[src/rtl/conv_window_gen.sv]
// Streaming 3x3 window generator: turns a raster pixel stream into packed
// valid-mode convolution windows using two line buffers and a 3x3 shift register.
module conv_window_gen #(
  parameter int IMG_W = 8,
  parameter int IMG_H = 8,
  parameter int PIX_W = 8
) (
  input  logic               clk,
  input  logic               rstn_,
  input  logic               start,
  input  logic [PIX_W-1:0]   pix_in,
  input  logic               pix_valid,
  output logic               pix_ready,
  output logic [9*PIX_W-1:0] win_data,
  output logic               win_valid,
  output logic               busy,
  output logic               frame_done
);

  localparam int XW = $clog2(IMG_W);
  localparam int YW = $clog2(IMG_H);
  localparam logic [XW-1:0] X_LAST = XW'(IMG_W - 1);
  localparam logic [YW-1:0] Y_LAST = YW'(IMG_H - 1);

  typedef enum logic [1:0] {IDLE, RUN, DONE} state_t;

  state_t             state;
  logic [XW-1:0]      x;
  logic [YW-1:0]      y;
  logic [PIX_W-1:0]   lb0 [IMG_W];
  logic [PIX_W-1:0]   lb1 [IMG_W];
  logic [9*PIX_W-1:0] win;
  logic [9*PIX_W-1:0] win_next;
  logic               accept;
  logic               emit;

  assign pix_ready = (state == RUN);
  assign busy      = (state != IDLE);
  assign accept    = pix_valid && pix_ready;
  assign emit      = accept && (x >= XW'(2)) && (y >= YW'(2));

  // Each row of the window shifts left; the new right column is rows y-2, y-1, y.
  always_comb begin
    win_next = win;
    for (int r = 0; r < 3; r++) begin
      win_next[(3*r)*PIX_W +: PIX_W]   = win[(3*r+1)*PIX_W +: PIX_W];
      win_next[(3*r+1)*PIX_W +: PIX_W] = win[(3*r+2)*PIX_W +: PIX_W];
    end
    win_next[2*PIX_W +: PIX_W] = lb1[x];
    win_next[5*PIX_W +: PIX_W] = lb0[x];
    win_next[8*PIX_W +: PIX_W] = pix_in;
  end

  // Line buffers hold no reset: every column is rewritten before a window can use it.
  always_ff @(posedge clk) begin
    if (accept) begin
      lb1[x] <= lb0[x];
      lb0[x] <= pix_in;
    end
  end

  always_ff @(posedge clk or negedge rstn_) begin
    if (!rstn_) begin
      state      <= IDLE;
      x          <= '0;
      y          <= '0;
      win        <= '0;
      win_data   <= '0;
      win_valid  <= 1'b0;
      frame_done <= 1'b0;
    end else begin
      win_valid  <= emit;
      frame_done <= 1'b0;
      if (accept) win <= win_next;
      if (emit) win_data <= win_next;
      case (state)
        IDLE: begin
          if (start) begin
            state <= RUN;
            x     <= '0;
            y     <= '0;
          end
        end
        RUN: begin
          if (accept) begin
            if (x == X_LAST) begin
              x <= '0;
              if (y == Y_LAST) begin
                y          <= '0;
                state      <= DONE;
                frame_done <= 1'b1;
              end else begin
                y <= y + YW'(1);
              end
            end else begin
              x <= x + XW'(1);
            end
          end
        end
        DONE:    state <= IDLE;
        default: state <= IDLE;
      endcase
    end
  end

endmodule

[config.mk]
export PLATFORM = sky130hd
export DESIGN_NAME = conv_window_gen
export DESIGN_NICKNAME = d
export VERILOG_FILES = /design/src/rtl/conv_window_gen.sv
export SDC_FILE = /design/constraint.sdc
export NUM_CORES = 1
export LEC_CHECK = 0
export ABC_AREA = 1
export BUFFER_PORTS_ARGS = -buffer_cell sky130_fd_sc_hd__buf_2
export CAP_MARGIN = 25
export CORE_MARGIN = 10
export CORE_UTILIZATION = 53
export DETAILED_ROUTE_END_ITERATION = 12
export PLACE_DENSITY = 0.8
export SLEW_MARGIN = 5
export SYNTH_ARGS = -nofsm -noshare
export SYNTH_HDL_FRONTEND = slang
export SYNTH_SLANG_ARGS = --single-unit
[constraint.sdc]
create_clock -name clk -period 3.1 [get_ports clk]
set_input_delay 0.93 -clock clk [delete_from_list [all_inputs] [get_ports clk]]
set_output_delay 0.93 -clock clk [all_outputs]
set_load 0.01 [all_outputs]
=== Word level (Yosys, flattened, before mapping) ===
Memories as Yosys holds them, arrays and structs flattened.
Index checks and enable logic that the tools add are counted.

* $add $sub $neg: 2
* Order comparisons: 2
* Equal/unequal tests: 7
* Multiplexer cells: 19
* Reduce and logical (&&, ||, !) cells: 9

{| class="wikitable"
|+ Operators by type and width
! kind !! count
|-
| $mux W3 || 6
|-
| $pmux W3 S2 || 2
|-
| $mux W2 || 4
|-
| $reduce_and A4 Y1 || 2
|-
| $add A3 B1 Y3 const B || 2
|-
| $eq A3 B3 Y1 const B || 2
|-
| $ge A3 B2 Y1 const B || 2
|-
| $mux W1 || 6
|-
| $ne A2 B1 Y1 const B || 3
|-
| $pmux W2 S2 || 1
|-
| $reduce_bool A2 Y1 || 2
|-
| $logic_and A1 B1 Y1 || 3
|-
| $reduce_and A3 Y1 || 1
|-
| $eq A2 B1 Y1 const B || 1
|-
| $logic_not A2 Y1 || 1
|-
| $ne A2 B2 Y1 const B || 1
|}

* Flip-flop bits (word level): 154
* Bits in writable memories: 128
* Bits of input ports: 12
* Output and inout bits: 76
* Logic and storage cells: 48
* Memories: 2

{| class="wikitable"
|+ Memory list
! memory !! words !! bits a word !! rd ports !! clocked after memory_dff !! wr ports !! RTL line !! RTL
|-
| lb0 || 8 || 8 || 1 || 0 || 1 || 30 || <nowiki>logic [PIX_W-1:0] lb0 [IMG_W];</nowiki>
|-
| lb1 || 8 || 8 || 1 || 0 || 1 || 31 || <nowiki>logic [PIX_W-1:0] lb1 [IMG_W];</nowiki>
|}

=== Longest topological paths before layout ===
Gate-level depths: netlist of the first run.

* Depth after elaboration: 5
* Depth in mapped cells: 11
* Depth with buffers taken out: 9

=== Least setup slack after synthesis of the first run ===
OpenSTA, ideal clock, no wires.

* Path type: input to register
* Start: in pix_valid
* End: mem lb0[1][0] (enable)
* Setup time: 430 ps
* Arrival time: 2878 ps
* Required time: 2670 ps
* Slack: -209 ps
* Stages: 5
* Path buffers: 1
* Path through: inv_1 > nor2_4 > buf_4 > inv_2 > nor4_1

* Word-level cells in the longest chain between the ends: 3

{| class="wikitable"
|+ RTL lines
! element !! RTL line !! RTL
|-
| start: declaration || 12 || <nowiki>input logic pix_valid,</nowiki>
|-
| $logic_and A1 B1 Y1 || 39 || <nowiki>assign accept = pix_valid && pix_ready;</nowiki>
|-
| $mux W1 || 56 || <nowiki>if (accept) begin</nowiki>
|-
| $mux W1 (implied by the code) || 58 || <nowiki>lb0[x] <= pix_in;</nowiki>
|-
| end: declaration || 30 ||
|}

Every way passes these cells.

=== Final worst setup path of the first run ===
* Start: reg x[1]
* End: reg win[41]

* Word-level cells in the longest chain between the ends: 1

{| class="wikitable"
|+ RTL lines
! element !! RTL line !! RTL
|-
| start: declaration || 28 || <nowiki>logic [XW-1:0] x;</nowiki>
|-
| start signal: assignment || 96 || <nowiki>x <= x + XW'(1);</nowiki>
|-
| $mem_v2 Z8 W8 || -- ||
|-
| net win_next[41] || 33 || <nowiki>logic [9*PIX_W-1:0] win_next;</nowiki>
|-
| end signal: assignment || 74 || <nowiki>if (accept) win <= win_next;</nowiki>
|-
| end: declaration || 32 || <nowiki>logic [9*PIX_W-1:0] win;</nowiki>
|}

The timed path passes the listed nets, and every way through them passes these cells.
A chain may end at the register's enable or synchronous reset.

==> results of run 1 <==
-- routing by layer --
metal | up-vias | share of wire [%]
li1 | 3402 | -
met1 | 3416 | 42
met2 | 264 | 49
met3 | 49 | 6.4
met4 | 0 | 2.2
met5 | - | 0
-- worst paths after layout --
| path | to | start | cells after the start |
|---|---|---|---|
| setup / recovery | win[41] | x[1] | 7 |
| hold / removal | win[34] | rstn_ | 1 |
| setup reg to reg | win[41] | x[1] | 7 |
| hold reg to reg | win_data[64] | win_data[64] | 2 |
| max in group asynchronous | win[69] | rstn_ | 2 |
| min in group clk | win_data[64] | win_data[64] | 2 |
-- synth_stat cells, types with 8 or more instances --
master,instances
nand2_1,470
buf_2,34
dfrtp_1,130
nand3_1,26
inv_1,39
o21ai_1,17
nor2_1,25
nand4_1,30
edfxtp_1,128
o21ai_0,54
buf_6,8
clkbuf_1,10
-- area by class of cell --
class	count	area share, %
flip-flops and latches	258	60.4
multi-input cells	640	23.5
clock buffers	35	5.94
repair buffers	112	5.64
well taps	260	2.77
inverters	45	1.44
clock inverters	9	0.362
-- flip-flops by register name (all words and copies together) (netlist names) --
name        flops
win            48
x               3
win_data       72
state           2
y               3
win_valid       1
lb0            64
frame_done      1
lb1            64
-- power by group through the flow --
stage | registers (uW) | clock network [uW] | logic, uW
finish | 5260 | 2760 | 3670
global route | 5350 | 2920 | 4100
CTS | 5250 | 2780 | 3690
detailed placement | 5280 | 0 | 3650
global placement | 5290 | 0 | 3530
floorplan | 5330 | 0 | 2110
-- cell families after synthesis --
| kind of cell | Yosys count | synth area share (%) |
|---|---|---|
| AND/OR/NAND/NOR | 564 | 22.2 |
| flip-flops | 258 | 69.0 |
| buffers and inverters | 101 | 4.75 |
| AO/OA/AOI/OAI | 71 | 3.45 |
| adder cells (fa/ha/maj) | 5 | 0.608 |
-- stage by stage --
step	hold slack (ns)	power, uW	utilization [%]
global placement	0.460	8810	58.3
detailed placement	0.460	8930	58.3
CTS	0.297	11700	62.2
floorplan	0.453	7440	-
global route	0.310	12400	62.2
finish	0.294	11700	62.2
==> flow_summary.json, run 1 <==
{
  "yosys_warnings": 0,
  "synth_cells": 999,
  "r2r_slack_ns": 0.73,
  "syn_to_final_growth_pct": 14.3,
  "synth-seq-cells": 258,
  "timing.fmax_mhz": 422,
  "p_int_uw": 7380,
  "core_area_um2": 18900,
  "register_area_um2": 7100,
  "clk_pin_slew_ns": 0.06,
  "max_slew_margin_pct": 51.0,
  "postCtsSetupRepairBufs": 0,
  "vias_per_cell": 5.25,
  "worst-path-buf-inv": 1,
  "hold_viol": 0,
  "cts_hold_buf": 0,
  "fin_area_um2": 11800,
  "power_switching_uw": 4320,
  "vias": 7131,
  "finalWorstSetupSlack_ns": 0.733,
  "synthTopCellsByArea": "edfxtp_1 (37%), dfrtp_1 (32%), nand2_1 (17%), o21ai_0 (2.6%), nand4_1 (1.8%)",
  "htreeDepth": 1,
  "grt_antenna_before_repair": 0,
  "p_leak_uw": 0.00553,
  "gr-max-usage-layer": "met2",
  "grt_overflow_total": 0,
  "clk_path_buf_depth": 3,
  "grt_pass1_vias": 7129,
  "drive_gt1_share_pct": 15.0,
  "num_rows": 50,
  "combPwrFrac_pct": 31.4,
  "portBuffers": 87,
  "synth_edf_count": 128,
  "dp_hpwl_um": 14600,
  "fillers": 1423,
  "synth_flop_cell": "dfrtp_1",
  "status": "completed",
  "clkLatencyLatePin_ns": 0.51,
  "tritoncts": "done",
  "root_buffer": "clkbuf_16",
  "grt_use_met3_pct": 2.69,
  "instances_no_fill": 1359,
  "seqPwrFrac_pct": 45.0,
  "crit_required_ns": 3.54,
  "path_class": "reg -> reg",
  "crit_family": "simple AND/OR/NAND/NOR gates",
  "ant_nets": 0,
  "grt.total_usage_pct": 17.9,
  "period_needed_ns": 2.37,
  "path_common_cell": "nand2_1",
  "mostFrequentLayoutCells": "nand2_1 (470), dfrtp_1 (129), edfxtp_1 (128)",
  "synthDistinctLibCells": 21,
  "mostFrequentLayoutCell": "nand2_1",
  "postPlaceCellArea_um2": 11000,
  "finalSetupViolCount": 0,
  "drt_pre_antenna_iters": 5,
  "setup-tns-final_ns": 0,
  "clock_sinks": 258,
  "sw_frac_of_total_pct": 36.9,
  "drv_cap": 0,
  "fp.dieH_um": 159,
  "io_pins": 88,
  "use_met2_pct": 29.2,
  "cp-end-kind": "flop",
  "routed_wl_um": 23100,
  "synth_top_area_share_pct": 37.4,
  "multi_input_area_um2": 2760,
  "final.setup_skew_ns": 0.0138,
  "powerDensity_nw_per_um2": 994,
  "initial_core_util_pct": 54.5,
  "tightest_slew_ns": 0.736,
  "drc_errors": 0,
  "rsz0062_at_grt": "false",
  "crit_path_max_incr_delay_ns": 0.74,
  "ys_seq_area_share_pct": 69.0,
  "chipWidth_um": 159,
  "crit_arrival_ns": 2.81,
  "report.final.slew_viol_count": 0,
  "use_met1_pct": 24.3,
  "nets": 1098,
  "dp_slack_ns": 0.755,
  "crit_fanout": 40,
  "grt_max_degree": 91,
  "start_kind": "flop",
  "antenna_cells": 0,
  "gp_congestion": 0.831,
  "synth_nets": 1016,
  "crit_slowest_cell": "dfrtp_1",
  "synth_area_per_cell_um2": 10.3,
  "async_flop_share_pct": 50.4,
  "placed_cells": 1315,
  "post_cts_resized": 0,
  "cp_cell_sequence": "buf_4, nand4_1, nand2_1, nor2_1, nand2_1, nand2_1, nand2_1",
  "dr.first_iter.drc_count": 486,
  "grt_pass1_wl_um": 37600,
  "ir_drop_v": 0.000616,
  "synthesis.area_um2": 10300,
  "hp-class": "in -> async",
  "finalCritPeriodShare_pct": 76.4,
  "p_clk_share_pct": 23.6,
  "die_area_um2": 25400,
  "synth_area_leader_cell": "edfxtp_1",
  "cts_made_buffers": 24,
  "post_drt_wl_per_cell_um": 17.0
}
No activity file was read; power rests on OpenSTA's default activity.
==> run 2, diff against run 1 <==
- CORE_UTILIZATION: 53 -> 55
- PLACE_DENSITY: 0.8 -> 0.79
- clock period: 3.1 -> 2.45 ns (I/O delays scaled with it)
==> run 2 against run 1 <==
Net effect:
- power rose by 27%
- core utilization rose by 2.8 points
- design area rose by 0.77%
- flip-flop and latch count did not move
- sequential power rose by 25%
- critical endpoint is now pix_ready
- highest routed layer unchanged
==> flow_summary.json, run 2 (same netlist as run 1, synthesis figures left out) <==
{
  "vias_per_cell": 5.32,
  "dr.first_iter.drc_count": 698,
  "crit_start": "state[1]",
  "dp_hpwl_um": 14700,
  "max_slew_margin_pct": 51.8,
  "crit_arrival_ns": 1.31,
  "period_needed_ns": 2.05,
  "p_leak_uw": 0.00561,
  "ant_nets": 0,
  "grt_overflow_total": 0,
  "timing.fmax_mhz": 488,
  "htreeDepth": 1,
  "clk_path_buf_depth": 3,
  "cts_made_buffers": 23,
  "rsz0062_at_grt": "false",
  "io_pins": 88,
  "fillers": 1258,
  "finalWorstSetupSlack_ns": 0.401,
  "grt_max_degree": 88,
  "num_rows": 49,
  "final.setup_skew_ns": 0.0144,
  "clk_pin_slew_ns": 0.07,
  "drv_cap": 0,
  "wl_met3_um": 1550,
  "chipWidth_um": 157,
  "finalCritPeriodShare_pct": 83.6,
  "core_area_um2": 18200,
  "hold_viol": 0,
  "portBuffers": 87,
  "drc_errors": 0,
  "wl_met1_um": 9960,
  "drt_pre_antenna_iters": 5,
  "reg2reg_to": "lb1[7][3]",
  "postCtsSetupRepairBufs": 0,
  "nets": 1113,
  "initial_core_util_pct": 56.5,
  "setup.worst_path.end": "pix_ready",
  "vias": 7136,
  "tritoncts": "done",
  "report.final.slew_viol_count": 0,
  "finalSetupViolCount": 0,
  "gp_congestion": 0.879,
  "start_kind": "flop",
  "grt_pass1_vias": 7064,
  "ir_drop_v": 0.000901,
  "grt.total_usage_pct": 18.3,
  "syn_to_final_growth_pct": 15.2,
  "root_buffer": "clkbuf_16",
  "antenna_cells": 0,
  "drive_gt1_share_pct": 16.3,
  "cp-end-kind": "primary output",
  "path_class": "reg -> out",
  "largestRegisters": "win_data: 72 flops, lb0: 64 flops, lb1: 64 flops",
  "clock_sinks": 258,
  "clkLatencyLatePin_ns": 0.51,
  "cts_hold_buf": 0,
  "status": "completed",
  "ff2ff_path_depth": 7,
  "post_cts_resized": 0,
  "powerDensity_nw_per_um2": 1260,
  "grt_pass1_wl_um": 36400,
  "dp_slack_ns": 0.422,
  "routed_wl_um": 22700,
  "regMostFlops": "win_data",
  "grt_antenna_before_repair": 0,
  "crit_fanout": 7,
  "multi_input_area_um2": 2760,
  "topRoutingLayerUsed": "met4",
  "tightest_slew_ns": 0.723,
  "hp-class": "in -> async",
  "mostFrequentLayoutCells": "nand2_1 (470), dfrtp_1 (129), edfxtp_1 (128)",
  "register_area_um2": 7100,
  "post_drt_wl_per_cell_um": 16.9,
  "mostFrequentLayoutCell": "nand2_1",
  "reg2reg_from": "x[2]",
  "routed-wl-met2_um": 10600,
  "r2r_slack_ns": 0.42,
  "finalPower_uw": 14900,
  "largest_register_ffs": 72,
  "crit_required_ns": 1.71,
  "fp.dieH_um": 157,
  "die_area_um2": 24600
}
[run 2: cell types whose count changed in the layout (fill, tap and decap cells not counted), moves of 2 or more]
cell	previous run	this run
buf_4	23	36
clkinv_1	4	0
clkbuf_16	26	23
clkbuf_8	1	4
buf_12	3	5
[run 2: worst max-delay path: stages, from the launching register on]
cell	delay, ns
dfrtp_1	0.43
nor2_4	0.22
buf_2	0.17
[run 2: final cells by class]
cell class / instances / area share (%)
Clock buffer: 36 / 5.64
Multi-Input combinational cell: 640 / 23.3
Inverter: 45 / 1.43
Clock inverter: 5 / 0.444
Tap cell: 229 / 2.42
Timing Repair Buffer: 128 / 6.85
Sequential cell: 258 / 59.9
[run 2: through the flow]
stage	cell area [um^2]	std cells	hold slack [ns]	utilization, %	TNS (ns)
after floorplan	10300	999	0.439	-	-63.70
after global placement	11100	1300	0.458	61.1	0
after detailed placement	11100	1300	0.460	61.1	0
after CTS	11800	1341	0.143	65.1	0
after global routing	11800	1341	0.154	65.1	0
final	11800	1341	0.148	65.1	0
[run 2: report_power, final]
part	total (uW)	internal [uW]	switching (uW)
combinational	4870	1530	3340
clock	3450	1980	1470
sequential	6550	5970	584
[run 2: worst min-delay path by stage]
stage                 start      endpoint  depth (start not counted)  slack, ns
6_report              rstn_  win_data[10]                          1       0.15
5_1_grt               rstn_  win_data[10]                          1       0.15
4_1_cts               rstn_  win_data[10]                          1       0.14
3_5_place_dp    win_data[9]   win_data[9]                          2       0.46
3_3_place_gp   win_data[12]  win_data[12]                          2       0.46
2_1_floorplan         rstn_    frame_done                          0       0.44
[run 2: routing by layer]
metal / global-route usage [%] / up-vias
li1: - / 3433
met5: 0 / -
met4: 5.98 / 0
met3: 3.04 / 49
met1: 24.9 / 3409
met2: 29.3 / 245
==> run 3, diff against run 2 <==
- clock period: 2.45 -> 1.91 ns (I/O delays scaled with it)
==> run 3 against run 2 <==
Net effect:
- largest cell class unchanged
- critical path depth increased by 5
- setup slack worse by 0.36 ns
- highest routed layer unchanged
- combinational power rose by 43%
- critical path type is now reg -> reg
- clock skew decreased by 0.0022 ns
- sequential power up 29%
- global-route usage is 1.7 points higher
- core utilization is 2.6 points higher
- routed wire length grew 8.1%
- worst hold slack got worse by 0.11 ns
- cell count rose by 1.0%
==> flow_summary.json, run 3 (same netlist as run 1, synthesis figures left out) <==
{
  "status": "completed",
  "core_area_um2": 18200,
  "clock_sinks": 258,
  "crit_required_ns": 2.31,
  "clk_pin_slew_ns": 0.06,
  "largestRegisters": "win_data: 72 flops, lb0: 64 flops, lb1: 64 flops",
  "start_kind": "flop",
  "max_slew_margin_pct": 67.9,
  "finalCritPeriodShare_pct": 97.6,
  "cts_hold_buf": 0,
  "finalSetupViolCount": 0,
  "hold_viol": 0,
  "fin_area_um2": 12300,
  "whs_ns": 0.0376,
  "tritoncts": "done",
  "portBuffers": 87,
  "timing.fmax_mhz": 536,
  "die_area_um2": 24600,
  "grt_antenna_before_repair": 0,
  "cts_made_buffers": 26,
  "grt_max_degree": 83,
  "vias_per_cell": 5.52,
  "drc_errors": 0,
  "path_class": "reg -> reg",
  "report.final.slew_viol_count": 0,
  "chipWidth_um": 157,
  "clk_path_buf_depth": 3,
  "hp-class": "in -> async",
  "grt_pass1_wl_um": 39600,
  "grt_overflow_total": 0,
  "post_drt_wl_per_cell_um": 18.1,
  "ff2ff_path_depth": 7,
  "cp-end-kind": "flop",
  "largest_register_ffs": 72,
  "antenna_cells": 0,
  "ant_nets": 0,
  "vias": 7483,
  "num_rows": 49,
  "mostFrequentLayoutCell": "nand2_1",
  "grt.total_usage_pct": 20.0,
  "fp.dieH_um": 157,
  "drt_pre_antenna_iters": 5,
  "regMostFlops": "win_data",
  "finalPower_uw": 20600,
  "dp_slack_ns": 0.0191,
  "postPlaceCellArea_um2": 11400,
  "dp_hpwl_um": 14900,
  "grt_pass1_vias": 7600,
  "dr.first_iter.drc_count": 680,
  "routed_wl_um": 24500,
  "tightest_slew_ns": 0.480,
  "drv_cap": 0,
  "crit_arrival_ns": 2.27,
  "htreeDepth": 1,
  "ir_drop_v": 0.00105,
  "root_buffer": "clkbuf_16",
  "initial_core_util_pct": 56.5,
  "syn_to_final_growth_pct": 19.8,
  "nets": 1123,
  "p_leak_uw": 0.00579,
  "fillers": 1258,
  "period_needed_ns": 1.87,
  "io_pins": 88,
  "gp_congestion": 0.838,
  "crit_fanout": 7,
  "clkLatencyLatePin_ns": 0.53,
  "fin_util_pct": 67.7,
  "drive_gt1_share_pct": 17.9,
  "finalWorstSetupSlack_ns": 0.0450,
  "mostFrequentLayoutCells": "nand2_1 (467), dfrtp_1 (128), edfxtp_1 (128)",
  "final.setup_skew_ns": 0.0123,
  "powerDensity_nw_per_um2": 1670
}
run 3: cell types whose count changed in the layout (fill, tap and decap cells not counted), sizes merged:
cell and change:
buf +7, inv +3, clkinv +5, clkbuf -3
bufinv +2
run 3: path summary, 6_finish.rpt:
kind | start | to | slack [ns]
max in group asynchronous | rstn_ | win_data[67] | 1.49
worst max-delay path | x[1] | y[1] | 0.04
worst max register to register | x[1] | y[1] | 0.04
min in group clk | pix_in[3] | win_data[67] | 0.38
worst min register to register | win_data[11] | win_data[11] | 0.47
worst min-delay path | rstn_ | win_data[24] | 0.04
run 3: stage by stage:
stage,cells,setup TNS [ns]
6_report,1355,0
5_1_grt,1355,-0.0241
4_1_cts,1349,0
3_5_place_dp,1301,0
3_3_place_gp,1301,0
2_1_floorplan,999,-11.48
run 3: per-layer routing:
metal  wire length [um]  vias to the layer above  GRT usage [%]  part of all wire (%)
li1                   -                     3465              -                     -
met1               9590                     3627           25.2                    39
met2              12400                      335           34.5                    51
met3               1840                       56           3.18                   7.5
met4                690                        0           6.52                   2.8
met5                  0                        -              0                     0
run 3: critical path: stages, from the launching register on:
cell     delay [ns]
dfrtp_2        0.48
buf_4          0.19
ha_1           0.20
ha_1           0.19
or2_2          0.29
nand2_1        0.17
nand2_1        0.09
o21ai_0        0.13
run 3: what timing repair did:
action | 4_1_cts | 5_1_grt
endpoints found under the setup margin | 0 | 12
gates resized for setup | 0 | 3
setup buffers | 0 | 6
run 3: power by group:
part           leakage, uW  switching (uW)  internal [uW]
registers          0.00283             788           7660
clock network     0.000438            2120           3110
logic              0.00252            4500           2440
run 3: final cells by class:
type	instances	area (um^2)	share of cell area [%]
timing repair buffer	135	1060	8.61
multi-input combinational	640	2820	22.9
sequential	258	7100	57.6
clock buffer	33	728	5.91
inverter	45	176	1.43
tap	229	287	2.32
clock inverter	15	155	1.26
